`config.mk`:
```
export PLATFORM = sky130hd
export DESIGN_NAME = load_store_unit
export DESIGN_NICKNAME = d
export VERILOG_FILES = /design/src/rtl/load_store_unit.sv
export SDC_FILE = /design/constraint.sdc
export NUM_CORES = 1
export LEC_CHECK = 0
export BUFFER_PORTS_ARGS = -buffer_cell sky130_fd_sc_hd__buf_2
export CAP_MARGIN = 10
export CORE_MARGIN = 3
export CORE_UTILIZATION = 25
export DETAILED_ROUTE_END_ITERATION = 10
export GPL_TIMING_DRIVEN = 0
export PLACE_DENSITY = 0.56
export SLEW_MARGIN = 30
export SYNTH_ARGS = -nofsm -noshare
export SYNTH_HDL_FRONTEND = slang
export SYNTH_SLANG_ARGS = --single-unit
```
`constraint.sdc`:
```
create_clock -name clk -period 3.6 [get_ports clk]
set_input_delay 0.18 -clock clk [delete_from_list [all_inputs] [get_ports clk]]
set_output_delay 0.18 -clock clk [all_outputs]
set_load 0.01 [all_outputs]
```
`src/rtl/load_store_unit.sv`:
```
// Sequential load/store front end for the multi-cycle core's data memory.
// Build option LSU_MISALIGN_SPLIT_EN: split misaligned accesses into bytes (else fault them).
module load_store_unit #(
   parameter int         ADDR_WIDTH = 32,
   parameter logic [1:0] SIZE_BYTE  = 2'b00,
   parameter logic [1:0] SIZE_HALF  = 2'b01,
   parameter logic [1:0] SIZE_WORD  = 2'b10
) (
   input  logic                  clk,
   input  logic                  rst,
   input  logic                  req_valid,
   output logic                  req_ready,
   input  logic                  req_wr,
   input  logic [ADDR_WIDTH-1:0] req_addr,
   input  logic [31:0]           req_wdata,
   input  logic [1:0]            req_size,
   input  logic                  req_sz_ex,
   output logic                  resp_valid,
   output logic [31:0]           resp_rdata,
   output logic                  resp_fault,
   output logic                  mem_wr_en,
   output logic [ADDR_WIDTH-1:0] mem_address,
   output logic [31:0]           mem_in_val,
   output logic [1:0]            mem_size,
   output logic                  mem_sz_ex,
   input  logic [31:0]           mem_out_val
);

   typedef enum logic [1:0] {IDLE, ACCESS, SPLIT, RESP} state_t;

   state_t state;
   logic   aligned;

   always_comb begin
      aligned = (req_size == SIZE_BYTE) ||
                ((req_size == SIZE_HALF) && !req_addr[0]) ||
                ((req_size == SIZE_WORD) && (req_addr[1:0] == 2'b00));
   end

`ifdef LSU_MISALIGN_SPLIT_EN
   logic [ADDR_WIDTH-1:0] addr_q;
   logic [31:0]           wdata_q;
   logic [1:0]            size_q;
   logic                  sz_ex_q;
   logic [23:0]           acc;
   logic [1:0]            idx;
   logic [1:0]            next_idx;
   logic [1:0]            last_idx;

   function automatic logic [31:0] extend_half(input logic [15:0] h, input logic sx);
      return {{16{sx & h[15]}}, h};
   endfunction

   always_comb begin
      next_idx = idx + 2'd1;
      last_idx = (size_q == SIZE_HALF) ? 2'd1 : 2'd3;
   end

   // Request fields and collected load bytes are datapath only, so they carry no reset.
   always_ff @(posedge clk) begin
      if ((state == IDLE) && req_valid) begin
         addr_q  <= req_addr;
         wdata_q <= req_wdata;
         size_q  <= req_size;
         sz_ex_q <= req_sz_ex;
      end
      if (state == SPLIT) begin
         case (idx)
            2'd0:    acc[7:0]   <= mem_out_val[7:0];
            2'd1:    acc[15:8]  <= mem_out_val[7:0];
            2'd2:    acc[23:16] <= mem_out_val[7:0];
            default: ;
         endcase
      end
   end
`endif

   always_ff @(posedge clk or posedge rst) begin
      if (rst) begin
         state       <= IDLE;
         req_ready   <= 1'b1;
         resp_valid  <= 1'b0;
         resp_rdata  <= '0;
         resp_fault  <= 1'b0;
         mem_wr_en   <= 1'b0;
         mem_address <= '0;
         mem_in_val  <= '0;
         mem_size    <= '0;
         mem_sz_ex   <= 1'b0;
`ifdef LSU_MISALIGN_SPLIT_EN
         idx         <= '0;
`endif
      end else begin
         case (state)
            IDLE: begin
               if (req_valid) begin
                  req_ready <= 1'b0;
                  if (req_size == 2'b11) begin
                     state      <= RESP;
                     resp_valid <= 1'b1;
                     resp_fault <= 1'b1;
                  end else if (aligned) begin
                     state       <= ACCESS;
                     mem_wr_en   <= req_wr;
                     mem_address <= req_addr;
                     mem_in_val  <= req_wdata;
                     mem_size    <= req_size;
                     mem_sz_ex   <= req_sz_ex;
                  end else begin
`ifdef LSU_MISALIGN_SPLIT_EN
                     state       <= SPLIT;
                     idx         <= '0;
                     mem_wr_en   <= req_wr;
                     mem_address <= req_addr;
                     mem_in_val  <= {24'h0, req_wdata[7:0]};
                     mem_size    <= SIZE_BYTE;
                     mem_sz_ex   <= 1'b0;
`else
                     state      <= RESP;
                     resp_valid <= 1'b1;
                     resp_fault <= 1'b1;
`endif
                  end
               end
            end
            ACCESS: begin
               // Memory already extended the value; it is returned as-is.
               state       <= RESP;
               resp_valid  <= 1'b1;
               resp_rdata  <= mem_wr_en ? 32'h0 : mem_out_val;
               mem_wr_en   <= 1'b0;
               mem_address <= '0;
               mem_in_val  <= '0;
               mem_size    <= '0;
               mem_sz_ex   <= 1'b0;
            end
`ifdef LSU_MISALIGN_SPLIT_EN
            SPLIT: begin
               if (idx == last_idx) begin
                  state      <= RESP;
                  resp_valid <= 1'b1;
                  if (mem_wr_en)
                     resp_rdata <= 32'h0;
                  else if (size_q == SIZE_HALF)
                     resp_rdata <= extend_half({mem_out_val[7:0], acc[7:0]}, sz_ex_q);
                  else
                     resp_rdata <= {mem_out_val[7:0], acc};
                  mem_wr_en   <= 1'b0;
                  mem_address <= '0;
                  mem_in_val  <= '0;
                  mem_size    <= '0;
                  mem_sz_ex   <= 1'b0;
               end else begin
                  idx         <= next_idx;
                  mem_address <= addr_q + ADDR_WIDTH'(next_idx);
                  mem_in_val  <= {24'h0, wdata_q[{next_idx, 3'b000} +: 8]};
               end
            end
`endif
            RESP: begin
               state      <= IDLE;
               req_ready  <= 1'b1;
               resp_valid <= 1'b0;
               resp_rdata <= '0;
               resp_fault <= 1'b0;
            end
            default: begin
               state     <= IDLE;
               req_ready <= 1'b1;
            end
         endcase
      end
   end

endmodule

```
# ---- After elaboration in Yosys (flattened, before gate mapping)
# Cells that the tools add are included.
dict set report op_classes {
  n_reduce_logical 16
  n_eq_ne 9
  bitwise 1
  mux 33
}
# operator n
set ops {}
lappend ops {{32-bit two-way mux} 7}
lappend ops {{32-bit one-hot mux with 2 select lines} 3}
lappend ops {{2-bit two-way mux} 6}
lappend ops {{1-bit two-way mux} 10}
lappend ops {{1-bit one-hot mux with 2 select lines} 4}
lappend ops {{2-bit one-hot mux with 2 select lines} 2}
lappend ops {{2-bit equality test, second input constant} 3}
lappend ops {{2-bit zero test} 3}
lappend ops {{2-bit != test, second input constant} 3}
lappend ops {{3-bit AND reduction} 2}
lappend ops {{2-bit nonzero test} 3}
lappend ops {{2-bit by 1-bit equality test with 1-bit output, second input constant} 2}
lappend ops {{4-bit AND reduction} 1}
lappend ops {{3-bit != test, second input constant} 1}
lappend ops {{1-bit one-hot mux with 3 select lines} 1}
lappend ops {{3-bit nonzero test} 1}
lappend ops {{1-bit logical AND} 2}
lappend ops {{1-bit logical OR} 2}
lappend ops {{2-bit AND reduction} 1}
lappend ops {{1-bit zero test} 1}
lappend ops {{1-bit inverter} 1}
dict set report totals {
  ff_bits 105
  out_inout_bits 103
  elab_cells 69
  in_bits 103
}

# ---- Longest topological paths before layout
dict set report depth {
  word_depth 8
  mapped_depth 7
  ltp_nobuf 3
}

# ---- Worst setup path before layout
# Ideal clock, no wire load.
dict set report synth_path {
  kind {register to register}
  start {reg state[1]}
  end {reg mem_in_val[10]}
  path_buffers 3
  required_ps 3479
  t_arrival_ps 1253
  path_slack_ps 2226
  period_less_slack_ps 1374
  path_stages_with_launch 7
  setup_ps 121
  path_cell_list {dfrtp_1 -> buf_4 -> nor2b_1 -> a41oi_2 -> buf_4 -> clkbuf_4 -> a22o_1}
}
dict set report synth_between {
  elab_chain_len 3
  word_cells_on_any_way 8
  classes_between {eq/ne: 4; mux: 1; reduce/logical: 3}
}
# element line_no
set synth_rtl {}
lappend synth_rtl {{from (decl)} 31} ;# state_t state;
lappend synth_rtl {{from (signal assigned)} 80} ;# state <= IDLE;
lappend synth_rtl {{from (signal assigned)} 99} ;# state <= RESP;
lappend synth_rtl {{from (signal assigned)} 103} ;# state <= ACCESS;
lappend synth_rtl {{2-bit by 1-bit equality test with 1-bit output / 2-bit zero test (equally long branches)} 94} ;# case (state)
lappend synth_rtl {{2-bit nonzero test (no line) / 2-bit != test (equally long branches)} --}
lappend synth_rtl {{4-bit AND reduction (no line)} --}
lappend synth_rtl {{to (signal assigned)} 106} ;# mem_in_val <= req_wdata;
lappend synth_rtl {{to (decl)} 23} ;# output logic [31:0] mem_in_val,
# Parallel ways exist; a longest one is shown, timed or not.
# A chain may end at the register's enable or synchronous reset.

# ---- Final worst setup path
dict set report layout_path {
  start {reg state[0]}
  end {reg mem_in_val[2]}
}
# Same word-level chain as after synthesis.

==> flow_summary.toml <==
[drt]
antenna_left = 0
dr.first_iter.drc_count = 95
dr.pass1.iters = 4
dr_total_vias = 3011
routed_via_density = 4.59
drt-wirelength-per-cell_um = 15.7
drc = 0
routed_wl_mm = 10.3

[worst_setup_path]
criticalPathCategory = "reg -> reg"
cp-start-kind = "register"
critical_path.endpoint_type = "register"
arrival_ps = 1950
worst-endpoint-required_ps = 3880
path_max_fanout = 10

[sta]
setup_repair_after_global_routing_missed_its_margin = "no"
fin_skew_ps = 6.87
fmax_mhz = 597
timing.final.hold_violations = 0
setup_viol = 0
finalHoldWorstSlack_ps = 47.5
worst-slew-pin-transition_ps = 477
min_period_over_period = 0.465
fin_crit_ps = 1680
timing.max_slew.rel_slack = 0.682
final_critical_path_setup_slack_ps = 1920
final_max_slew_viol_count = 0

[global_route]
initial_antenna_violation_count = 0
grt_pass1_vias = 3008
global_route.usage.total = 0.125
maximum_number_of_pins_on_one_net_before_global_route_repair = 66
grt_overflow_total = 0
wire_length_of_the_first_global_routing_pass_mm = 16.0

[cts]
clk_pin_slew_worst_paths_ps = 60
cts_buffers = 9
clk_latency_ps = 340
cts-root-buf = "sky130_fd_sc_hd__clkbuf_16"
postCtsResizedCells = 0
post_cts_setup_buffer_count = 0
cts.path.max_buffers = 2
cts_max_level = 3
clock_sinks = 105
cts_hold_repair.buffers = 1
tritoncts_clock_tree = "done"

[final_layout]
syn2layout_area_growth_pct = 43.2
ant_diodes = 0
layout.cell_area.non_filler_sq_mm = 0.00541
drive_gt1_frac = 0.517
layout.cells.most_common_list = "sky130_fd_sc_hd__buf_2, sky130_fd_sc_hd__dfrtp_1, sky130_fd_sc_hd__a22o_1"
total_nets_final = 570
postLayoutCoreUtil = 0.369
layout.cells.most_common = "sky130_fd_sc_hd__buf_2"
instances_no_fill = 656

[placement]
portBuffers = 205
cells_after_dpl = 639
place_hpwl_mm = 7.69
finalWeightedCongestion = 0.726
dp_worst_setup_slack_ps = 1830
placed_area_sq_mm = 0.00507

[power]
share_comb_of_total_power = 0.349
power_frac_clock = 0.245
static-leakage-power_uw = 0.00301
netSwitchingPower_uw = 1450
worst_ir_drop_vdd_mv = 0.274
netSwitchingFraction = 0.330
internal-power_uw = 2940
p_seq_frac = 0.406
power_per_cell_area_mw_per_mm2 = 811

[floorplan]
floorplan.die.height_um = 129
floorplan.initialDensity = 0.258
row_count = 44
ioPinCount = 206
fp.coreArea_sq_mm = 0.0146
die-width_um = 129
die-area_sq_mm = 0.0166

[logic_synthesis]
syn-num-nets = 352
edff_count_synth = 0
synth-warning-count = 0
syn-mean-instance-area_sq_um = 15.2
ys_async_sr_fraction = 1.00
syn-instance-count = 249
syn-cell-area_sq_mm = 0.00378
synth-main-ff-cell = "sky130_fd_sc_hd__dfrtp_1"
synth-seq-area-share = 0.696
synth-seq-cells = 105
yosysUniqueCellTypes = 23

[hold_path]
hold_class = "in -> reg"

[job]
max_cap_viols = 0

[run_status]
status = "completed"
==> area by class of cell <==
class,instances,area [sq um]
Clock buffer,14,274
Timing Repair Buffer,207,1060
Tap cell,184,230
Clock inverter,2,60.1
Multi-Input combinational cell,118,1010
Inverter,4,20.0
Buffer,22,128
Fill cell,1458,9230
Sequential cell,105,2630
==> critical path, stage by stage (launching register included) <==
cell and delay, ps:
sky130_fd_sc_hd__dfrtp_1 440, sky130_fd_sc_hd__nor2b_1 180, sky130_fd_sc_hd__a41oi_2 340, sky130_fd_sc_hd__buf_4 260
sky130_fd_sc_hd__buf_2 230, sky130_fd_sc_hd__a22o_1 160
==> Yosys cell counts (all sizes together) (2+ instances only) <==
master	instances	area (sq um)
clkbuf	8	33.8
buf	14	93.8
a22o	100	876
inv	4	15.0
nand2	3	11.3
dfrtp	104	2600
o21ai	3	22.5
a21oi	2	10.0
nor2	2	7.51
==> cell families (layout without fill, tap and decap cells) <==
logic type,after synthesis,count (layout),synth area share
buffers and inverters,26,249,0.0378
flip-flops,105,105,0.696
AO/OA/AOI/OAI,109,109,0.252
AND/OR/NAND/NOR,9,9,0.0142
==> flip-flops by register name (all words and copies together) (netlist names) <==
register,flops
mem_sz_ex,1
resp_valid,1
resp_rdata,32
mem_size,2
resp_fault,1
req_ready,1
mem_in_val,32
mem_wr_en,1
mem_address,32
state,2
==> power groups by stage <==
| stage | Combinational, uW | Sequential, uW | Clock (uW) |
|---|---|---|---|
| floorplan | 717 | 1970 | 0 |
| detailed placement | 1580 | 1790 | 0 |
| CTS | 1580 | 1780 | 1130 |
| finish | 1530 | 1780 | 1070 |
| global route | 1700 | 1830 | 1170 |
| global placement | 1540 | 1790 | 0 |
==> metal layers <==
layer	up-vias	global-route usage	wire [um]
met5	-	0	0
met2	113	0.192	4910
met4	0	0.0599	230
li1	1391	-	-
met3	15	0.0311	628
met1	1492	0.165	4520
==> final timing paths <==
check                                start              end  slack (ps)  depth (start not counted)
max reg2reg                       state[0]    mem_in_val[2]        1920                          5
min                        mem_out_val[23]   resp_rdata[23]          50                          2
max                               state[0]    mem_in_val[2]        1920                          5
min in group asynchronous              rst  mem_address[14]         380                          3
min reg2reg                 mem_address[5]   mem_address[5]         490                          1
max in group asynchronous              rst        req_ready        2550                          4
==> per-stage QoR <==
step / setup TNS (ps) / power (uW)
finish: 0 / 4390
global route: 0 / 4700
CTS: 0 / 4490
detailed placement: 0 / 3370
global placement: -56870 / 3330
floorplan: 0 / 2690
No activity file was read; power rests on OpenSTA's default activity.
